File: config.mk
export PLATFORM = sky130hd
export DESIGN_NAME = input_conditioner
export DESIGN_NICKNAME = d
export VERILOG_FILES = /design/src/rtl/input_cond_pkg.sv /design/src/rtl/input_conditioner_debounce_cell.sv /design/src/rtl/input_conditioner.sv
export SDC_FILE = /design/constraint.sdc
export NUM_CORES = 1
export LEC_CHECK = 0
export CAP_MARGIN = 20
export CORE_MARGIN = 2
export CORE_UTILIZATION = 40
export CTS_BUF_LIST = sky130_fd_sc_hd__clkbuf_8
export CTS_CLUSTER_DIAMETER = 100
export CTS_CLUSTER_SIZE = 8
export DETAILED_ROUTE_END_ITERATION = 6
export GPL_ROUTABILITY_DRIVEN = 0
export PLACE_DENSITY = 0.65
export SLEW_MARGIN = 20
export SYNTH_ARGS = -nofsm -noshare
export SYNTH_HDL_FRONTEND = slang
export SYNTH_SLANG_ARGS = --single-unit
File: constraint.sdc
create_clock -name clk_clk -period 6.34 [get_ports clk_clk]
set_clock_uncertainty 0.05 [all_clocks]
set_input_delay 1.268 -clock clk_clk [delete_from_list [all_inputs] [get_ports clk_clk]]
set_output_delay 1.268 -clock clk_clk [all_outputs]
set_load 0.02 [all_outputs]
File: src/rtl/input_cond_pkg.sv
// input_cond_pkg: shared constants, cycle conversion and FSM states for input_conditioner.
package input_cond_pkg;
  localparam int DB_MIN = 2;
  typedef enum logic {INIT, RUN} state_t;
  function automatic int ms_to_cyc(input int hz, input int ms);
    return hz / 1000 * ms;
  endfunction
  function automatic int db_cycles(input int hz, input int ms);
    return (ms_to_cyc(hz, ms) < DB_MIN) ? DB_MIN : ms_to_cyc(hz, ms);
  endfunction
endpackage

File: src/rtl/input_conditioner_debounce_cell.sv
// debounce_cell: 2-FF synchroniser plus stability counter for one asynchronous input.
module debounce_cell #(
  parameter int   DB_CYC  = 4,
  parameter logic RST_VAL = 1'b0
) (
  input  logic clk,
  input  logic rst_n,
  input  logic raw,
  input  logic run,
  output logic stable,
  output logic rise,
  output logic fall
);
  localparam int CW = $clog2(DB_CYC + 1);
  logic [1:0]    sync;
  logic [CW-1:0] cnt;
  always_ff @(posedge clk or negedge rst_n) begin
    if (!rst_n) begin
      sync   <= {2{RST_VAL}};
      stable <= RST_VAL;
      cnt    <= '0;
      rise   <= 1'b0;
      fall   <= 1'b0;
    end else begin
      sync <= {sync[0], raw};
      rise <= 1'b0;
      fall <= 1'b0;
      // During init the stable level tracks the input silently
      if (!run) begin
        stable <= sync[1];
        cnt    <= '0;
      end else if (sync[1] == stable) begin
        cnt <= '0;
      end else if (cnt == CW'(DB_CYC - 1)) begin
        stable <= sync[1];
        cnt    <= '0;
        rise   <= sync[1];
        fall   <= ~sync[1];
      end else begin
        cnt <= cnt + 1'b1;
      end
    end
  end
endmodule

File: src/rtl/input_conditioner.sv
// input_conditioner: synchronise/debounce DE0 keys and switches, emit press/release/change pulses.
// Optional KEY_AUTOREPEAT_EN adds periodic key_press pulses while a key stays held.
module input_conditioner
  import input_cond_pkg::*;
#(
  parameter int N_KEYS        = 3,
  parameter int N_SW          = 9,
  parameter int CLK_HZ        = 50_000_000,
  parameter int DEBOUNCE_MS   = 10,
  parameter int REPEAT_DLY_MS = 500,
  parameter int REPEAT_PER_MS = 100
) (
  input  logic              clk_clk,
  input  logic              reset_reset_n,
  input  logic [N_KEYS-1:0] key_n_raw,
  input  logic [N_SW-1:0]   sw_raw,
  output logic [N_KEYS-1:0] key_export,
  output logic [N_SW-1:0]   sw_export,
  output logic [N_KEYS-1:0] key_press,
  output logic [N_KEYS-1:0] key_release,
  output logic              sw_change,
  output logic              init_done
);
  localparam int DB_CYC = db_cycles(CLK_HZ, DEBOUNCE_MS);
  localparam int TW     = $clog2(DB_CYC + 1);
  state_t            state;
  logic [TW-1:0]     timer;
  logic [N_KEYS-1:0] k_rise, k_fall;
  logic [N_SW-1:0]   s_rise, s_fall;
  always_ff @(posedge clk_clk or negedge reset_reset_n) begin
    if (!reset_reset_n) begin
      state     <= INIT;
      timer     <= '0;
      init_done <= 1'b0;
    end else if (state == INIT) begin
      timer <= timer + 1'b1;
      if (timer == TW'(DB_CYC - 1)) begin
        state     <= RUN;
        init_done <= 1'b1;
      end
    end
  end
  for (genvar i = 0; i < N_KEYS; i++) begin : g_key
    debounce_cell #(.DB_CYC(DB_CYC), .RST_VAL(1'b1)) u_cell (
      .clk(clk_clk), .rst_n(reset_reset_n), .raw(key_n_raw[i]), .run(init_done),
      .stable(key_export[i]), .rise(k_rise[i]), .fall(k_fall[i])
    );
  end
  for (genvar i = 0; i < N_SW; i++) begin : g_sw
    debounce_cell #(.DB_CYC(DB_CYC), .RST_VAL(1'b0)) u_cell (
      .clk(clk_clk), .rst_n(reset_reset_n), .raw(sw_raw[i]), .run(init_done),
      .stable(sw_export[i]), .rise(s_rise[i]), .fall(s_fall[i])
    );
  end
  assign key_release = k_rise;
  assign sw_change   = |(s_rise | s_fall);
`ifdef KEY_AUTOREPEAT_EN
  localparam int RD = ms_to_cyc(CLK_HZ, REPEAT_DLY_MS);
  localparam int RP = ms_to_cyc(CLK_HZ, REPEAT_PER_MS);
  localparam int RW = $clog2(RD + RP + 1);
  for (genvar i = 0; i < N_KEYS; i++) begin : g_rep
    logic [RW-1:0] rcnt, rnxt;
    logic          rep;
    // Counter wraps back to RD so each period lands on the same pulse value
    assign rnxt = (rcnt == RW'(RD + RP - 1)) ? RW'(RD) : rcnt + 1'b1;
    always_ff @(posedge clk_clk or negedge reset_reset_n) begin
      if (!reset_reset_n) begin
        rcnt <= '0;
        rep  <= 1'b0;
      end else begin
        rcnt <= key_export[i] ? '0 : rnxt;
        rep  <= ~key_export[i] & (rnxt == RW'(RD));
      end
    end
    assign key_press[i] = k_fall[i] | (rep & ~key_export[i]);
  end
`else
  assign key_press = k_fall;
`endif
endmodule

; ---- Yosys cells after proc, flatten, opt, wreduce, memory -nomap -nowiden
; Index checks and enable logic that the tools add are counted.
[word_totals]
regBits = 309
input_bits = 14
out_inout_bits = 20
word_cells = 299
[op_classes]
addsub = 13
eq_ne = 49
n_mux = 146
n_bitwise = 14
reduce_logical = 14
[op_table]
columns = op, n
row1 = 19-bit two-way mux, 36
row2 = 19-bit by 1-bit adder with 19-bit output (second input constant), 13
row3 = 19-bit == test (second input constant), 13
row4 = 1-bit two-way mux, 110
row5 = 2-bit AND reduction, 13
row6 = 2-bit by 1-bit != test with 1-bit output (second input constant), 12
row7 = 2-bit != test (second input constant), 12
row8 = 1-bit NOT, 13
row9 = 1-bit == test, 12
row10 = 9-bit OR, 1
row11 = 9-bit OR reduction, 1

; ---- Depth between registers and ports, before layout
[logic_depth]
ltp_word = 4
mapped_depth = 6
depth_no_buf = 5

; ---- Cells and area by module
; A second synthesis with hierarchy kept.
[unflattened]
hier_cells = 1419
area_unflattened_um2 = 14938.1
[modules_own_cells]
columns = module, n_inst, cells_each, area_per_inst_um2, seq_area_each_um2
row1 = debounce_cell (g_sw[0].u_cell ...), 9, 111, 1161.1, 600.6
row2 = debounce_cell (g_key[0].u_cell ...), 3, 111, 1164.9, 604.3
row3 = input_conditioner, 1, 87, 993.5, 525.5

; ---- Worst setup path after synthesis
; Ideal clock, no wire load.
[synth_timing]
path_kind = reg2out
startpoint = register g_sw[1].u_cell.fall
endpoint = output sw_change
arrival_time_ns = 1.412
required_time_ns = 5.022
slack_ns = 3.610
stages_incl_launch_ff = 3
path_buffers = 0
cell_sequence = dfrtp_1 -> or4_1 -> or4_1
[synth_between]
elab_chain_len = 2
[synth_rtl]
columns = element, line
row1 = from (decl), input_conditioner_debounce_cell.sv:12  ; output logic fall
row2 = from (signal assigned), input_conditioner_debounce_cell.sv:38  ; fall <= ~sync[1];
row3 = 9-bit OR, input_conditioner.sv:56  ; assign sw_change = |(s_rise | s_fall);
row4 = 9-bit OR reduction, input_conditioner.sv:56
row5 = to (decl), input_conditioner.sv:21  ; output logic sw_change,
; Every way passes these cells.

; ---- Worst setup path after layout
; Same ends and word-level chain as after synthesis.

==> impl_metrics.env <==
export IMPL_fin_crit_ns=3.747
export IMPL_syn_to_final_growth_pct=9.641
export IMPL_yosys_warnings=0
export IMPL_viasPerCell=5.299
export IMPL_cp_max_fo=1
export IMPL_cts_clk_slew_worst_paths_ns=0.06
export IMPL_r2r_start="g_sw[8].u_cell.cnt[12]"
export IMPL_ys_ff_latch=309
export IMPL_synth_area_leaders="dfrtp_1, xnor2_1, nor2_1"
export IMPL_post_cts_setup_buffers=0
export IMPL_rows=70
export IMPL_cts_root_buf="clkbuf_8"
export IMPL_avgSynthCellArea_um2=10.12
export IMPL_hold_end="g_sw[7].u_cell.sync[1]"
export IMPL_synth_edf_count=0
export IMPL_cts_resized=0
export IMPL_first_pass_iters=4
export IMPL_startpoint="g_sw[1].u_cell.fall"
export IMPL_timing_setup_tns_ns=0
export IMPL_p_leak_uw=0.006072
export IMPL_cellPowerDensity_nw_per_um2=214.4
export IMPL_r2r_end="g_sw[8].u_cell.cnt[10]"
export IMPL_cts_max_path_buffers=3
export IMPL_setup_violations=0
export IMPL_reg2reg_depth=4
export IMPL_synthFlopType="dfrtp_1"
export IMPL_wire_per_inst_um=14.28
export IMPL_track_usage_pct=15.48
export IMPL_die_width_um=195.6
export IMPL_min_delay_start="g_sw[7].u_cell.sync[0]"
export IMPL_die_h_um=195.6
export IMPL_synth_seq_area_share_pct=52.76
export IMPL_dieArea_um2=38240
export IMPL_insertion_delay_ns=0.58
export IMPL_ir_drop_mv=0.1288
export IMPL_hold_viol=0
export IMPL_critPathRequiredTime_ns=5.02
export IMPL_worstSetupStartpointType="flip-flop"
export IMPL_slew_viol_final=0
export IMPL_utilization_pct=44.28
export IMPL_synth_top_area_share_pct=51.15
export IMPL_syn_inst=1451
export IMPL_async_reset_ff_share_pct=100.0
export IMPL_rsz0062_at_grt="false"
export IMPL_initial_core_util_pct=40.38
export IMPL_grt_pass1_vias=10345
export IMPL_io_pins=34
export IMPL_post_dp_hpwl_um=18580
export IMPL_drtIter0Drc=527
export IMPL_status="finished clean"
export IMPL_antenna_found_initial=0
export IMPL_nets=1516
export IMPL_crit_path_cell_trace="or4_1, or4_1, clkdlybuf4s50_1"
export IMPL_crit_type="reg -> out"
export IMPL_tritoncts="built"
export IMPL_crit_top_cell="or4_1"
export IMPL_hold_path_class="reg -> reg"
export IMPL_vias=10461
export IMPL_cts_made_buffers=44
export IMPL_drc=0
export IMPL_drive_above_1_share_pct=7.636
export IMPL_slowest_delay_ns=0.55
export IMPL_fmax_ghz=0.2669
export IMPL_diodes=0
export IMPL_grt_max_degree=112
export IMPL_r2r_slack_ns=4.01
export IMPL_crit_arrival_ns=2.43
export IMPL_synth_cell_types=49
export IMPL_ctsHoldBuffers=0
export IMPL_post_route_period_util_pct=59.10
export IMPL_wl_um=28180
export IMPL_postRouteAntennaNets=0
export IMPL_drv_cap=0
export IMPL_netlist_area_um2=14680
export IMPL_cts_sinks=309
export IMPL_end_kind="output port"
export IMPL_synthesis_nets=1478
export IMPL_cp_slowest_cell="clkdlybuf4s50_1"
export IMPL_grt_remaining_overflow=0
export IMPL_worst_slew_pin_slew_ns=0.9203
export IMPL_h_tree_depth=2
export IMPL_io_buffers=33
export IMPL_coreArea_um2=36350
export IMPL_grt_pass1_wl_um=49980
export IMPL_slew_headroom_pct=38.65
export IMPL_holdPathStages=0
export IMPL_yosysTopAreaCell="dfrtp_1"
## metrics by stage
stage          hold slack [ns]  instances  cell area (µm²)  power, µW  setup WS, ns
2_1_floorplan           0.2812       1451            14680       2048         3.610
3_3_place_gp            0.2831       1911            15380       2105         3.156
3_5_place_dp            0.2847       1911            15390       2106         3.174
4_1_cts                 0.2964       1974            16090       3526         2.544
5_1_grt                 0.3040       1974            16090       3618         2.490
6_report                0.2939       1974            16090       3451         2.593
## kinds of logic after synthesis
group | Yosys count | synth area share [%]
buffers and inverters | 96 | 3.120
adder cells (fa/ha/maj) | 13 | 1.108
AO/OA/AOI/OAI | 153 | 6.368
flip-flops | 309 | 52.76
XOR/XNOR | 164 | 9.786
AND/OR/NAND/NOR | 703 | 25.86
multiplexers | 13 | 0.9974
## synthesized netlist by cell type, drive strengths merged, types with 6 or more instances
library cell,count
ha,13
nand4,60
nor3,33
mux2,13
nor4,43
and2,6
nand2,88
nand3,72
o21bai,13
clkbuf,25
nand4b,7
xnor2,106
or4,44
or4b,12
o21ai,56
buf,25
xor2,58
a21oi,58
dfrtp,300
dfstp,9
nor4bb,6
nor2b,24
or3,35
o31ai,20
and3,38
or2,6
inv,46
and4,12
nor2,201
## sequential cells by signal (all words and copies together), names as in the netlist
register / flops
g_key.u_cell.cnt: 57
g_key.u_cell.fall: 3
g_key.u_cell.rise: 3
g_key.u_cell.stable: 3
g_key.u_cell.sync: 6
g_sw.u_cell.cnt: 171
g_sw.u_cell.fall: 9
g_sw.u_cell.rise: 9
g_sw.u_cell.stable: 9
g_sw.u_cell.sync: 18
init_done: 1
state: 1
timer: 19
## per-layer routing
| metal | vias to the layer above | GRT usage (%) | wire length, µm |
|---|---|---|---|
| met4 | 0 | 4.608 | 607 |
| met5 | - | 0 | 0 |
| met3 | 43 | 3.368 | 1303 |
| met2 | 140 | 25.00 | 13030 |
| li1 | 5185 | - | - |
| met1 | 5093 | 20.95 | 13240 |
## where the power goes
part	total [µW]	switching [µW]	internal (µW)
clock network	1380	728	657
logic	71.5	49.6	21.9
registers	1990	8.39	1990
total	3450	786	2660
## area by class of cell
cell class	count	area (µm²)
Sequential cell	309	7745
Timing Repair Buffer	42	402.9
Clock inverter	17	70.07
Inverter	46	172.7
Multi-Input combinational cell	1046	6484
Clock buffer	46	633.1
Tap cell	468	585.6
Fill cell	3446	20250
## cell usage in the layout, fill, tap and decap left out, drive strengths merged, types with 3 or more instances in the layout
cell	netlist	routed
dfrtp	300	300
nor2	201	201
xnor2	106	106
nand2	88	88
nand3	72	72
inv	46	62
nand4	60	60
xor2	58	58
a21oi	58	58
o21ai	56	56
clkbuf	25	46
or4	44	44
nor4	43	43
and3	38	38
or3	35	35
nor3	33	33
clkdlybuf4s50	0	32
nor2b	24	24
o31ai	20	20
mux2	13	13
ha	13	13
o21bai	13	13
and4	12	12
or4b	12	12
buf	25	10
dfstp	9	9
nand4b	7	7
or2	6	6
nor4bb	6	6
and2	6	6
o41ai	4	4
nor3b	3	3
nor4b	3	3
## critical path, delay by kind of cell (launching register included)
family | cells | cell delay [ns]
buffers and inverters | 1 | 0.55
flip-flops | 1 | 0.35
AND/OR/NAND/NOR | 2 | 0.97
## how the worst max path moves through the flow
| stage | slack, ns | cells after the start | end |
|---|---|---|---|
| 3_5_place_dp | 3.17 | 3 | sw_change |
| 3_3_place_gp | 3.16 | 3 | sw_change |
| 5_1_grt | 2.49 | 4 | sw_change |
| 2_1_floorplan | 3.61 | 2 | sw_change |
| 6_report | 2.59 | 3 | sw_change |
| 4_1_cts | 2.54 | 3 | sw_change |
Power figures use the tool's default switching activity.
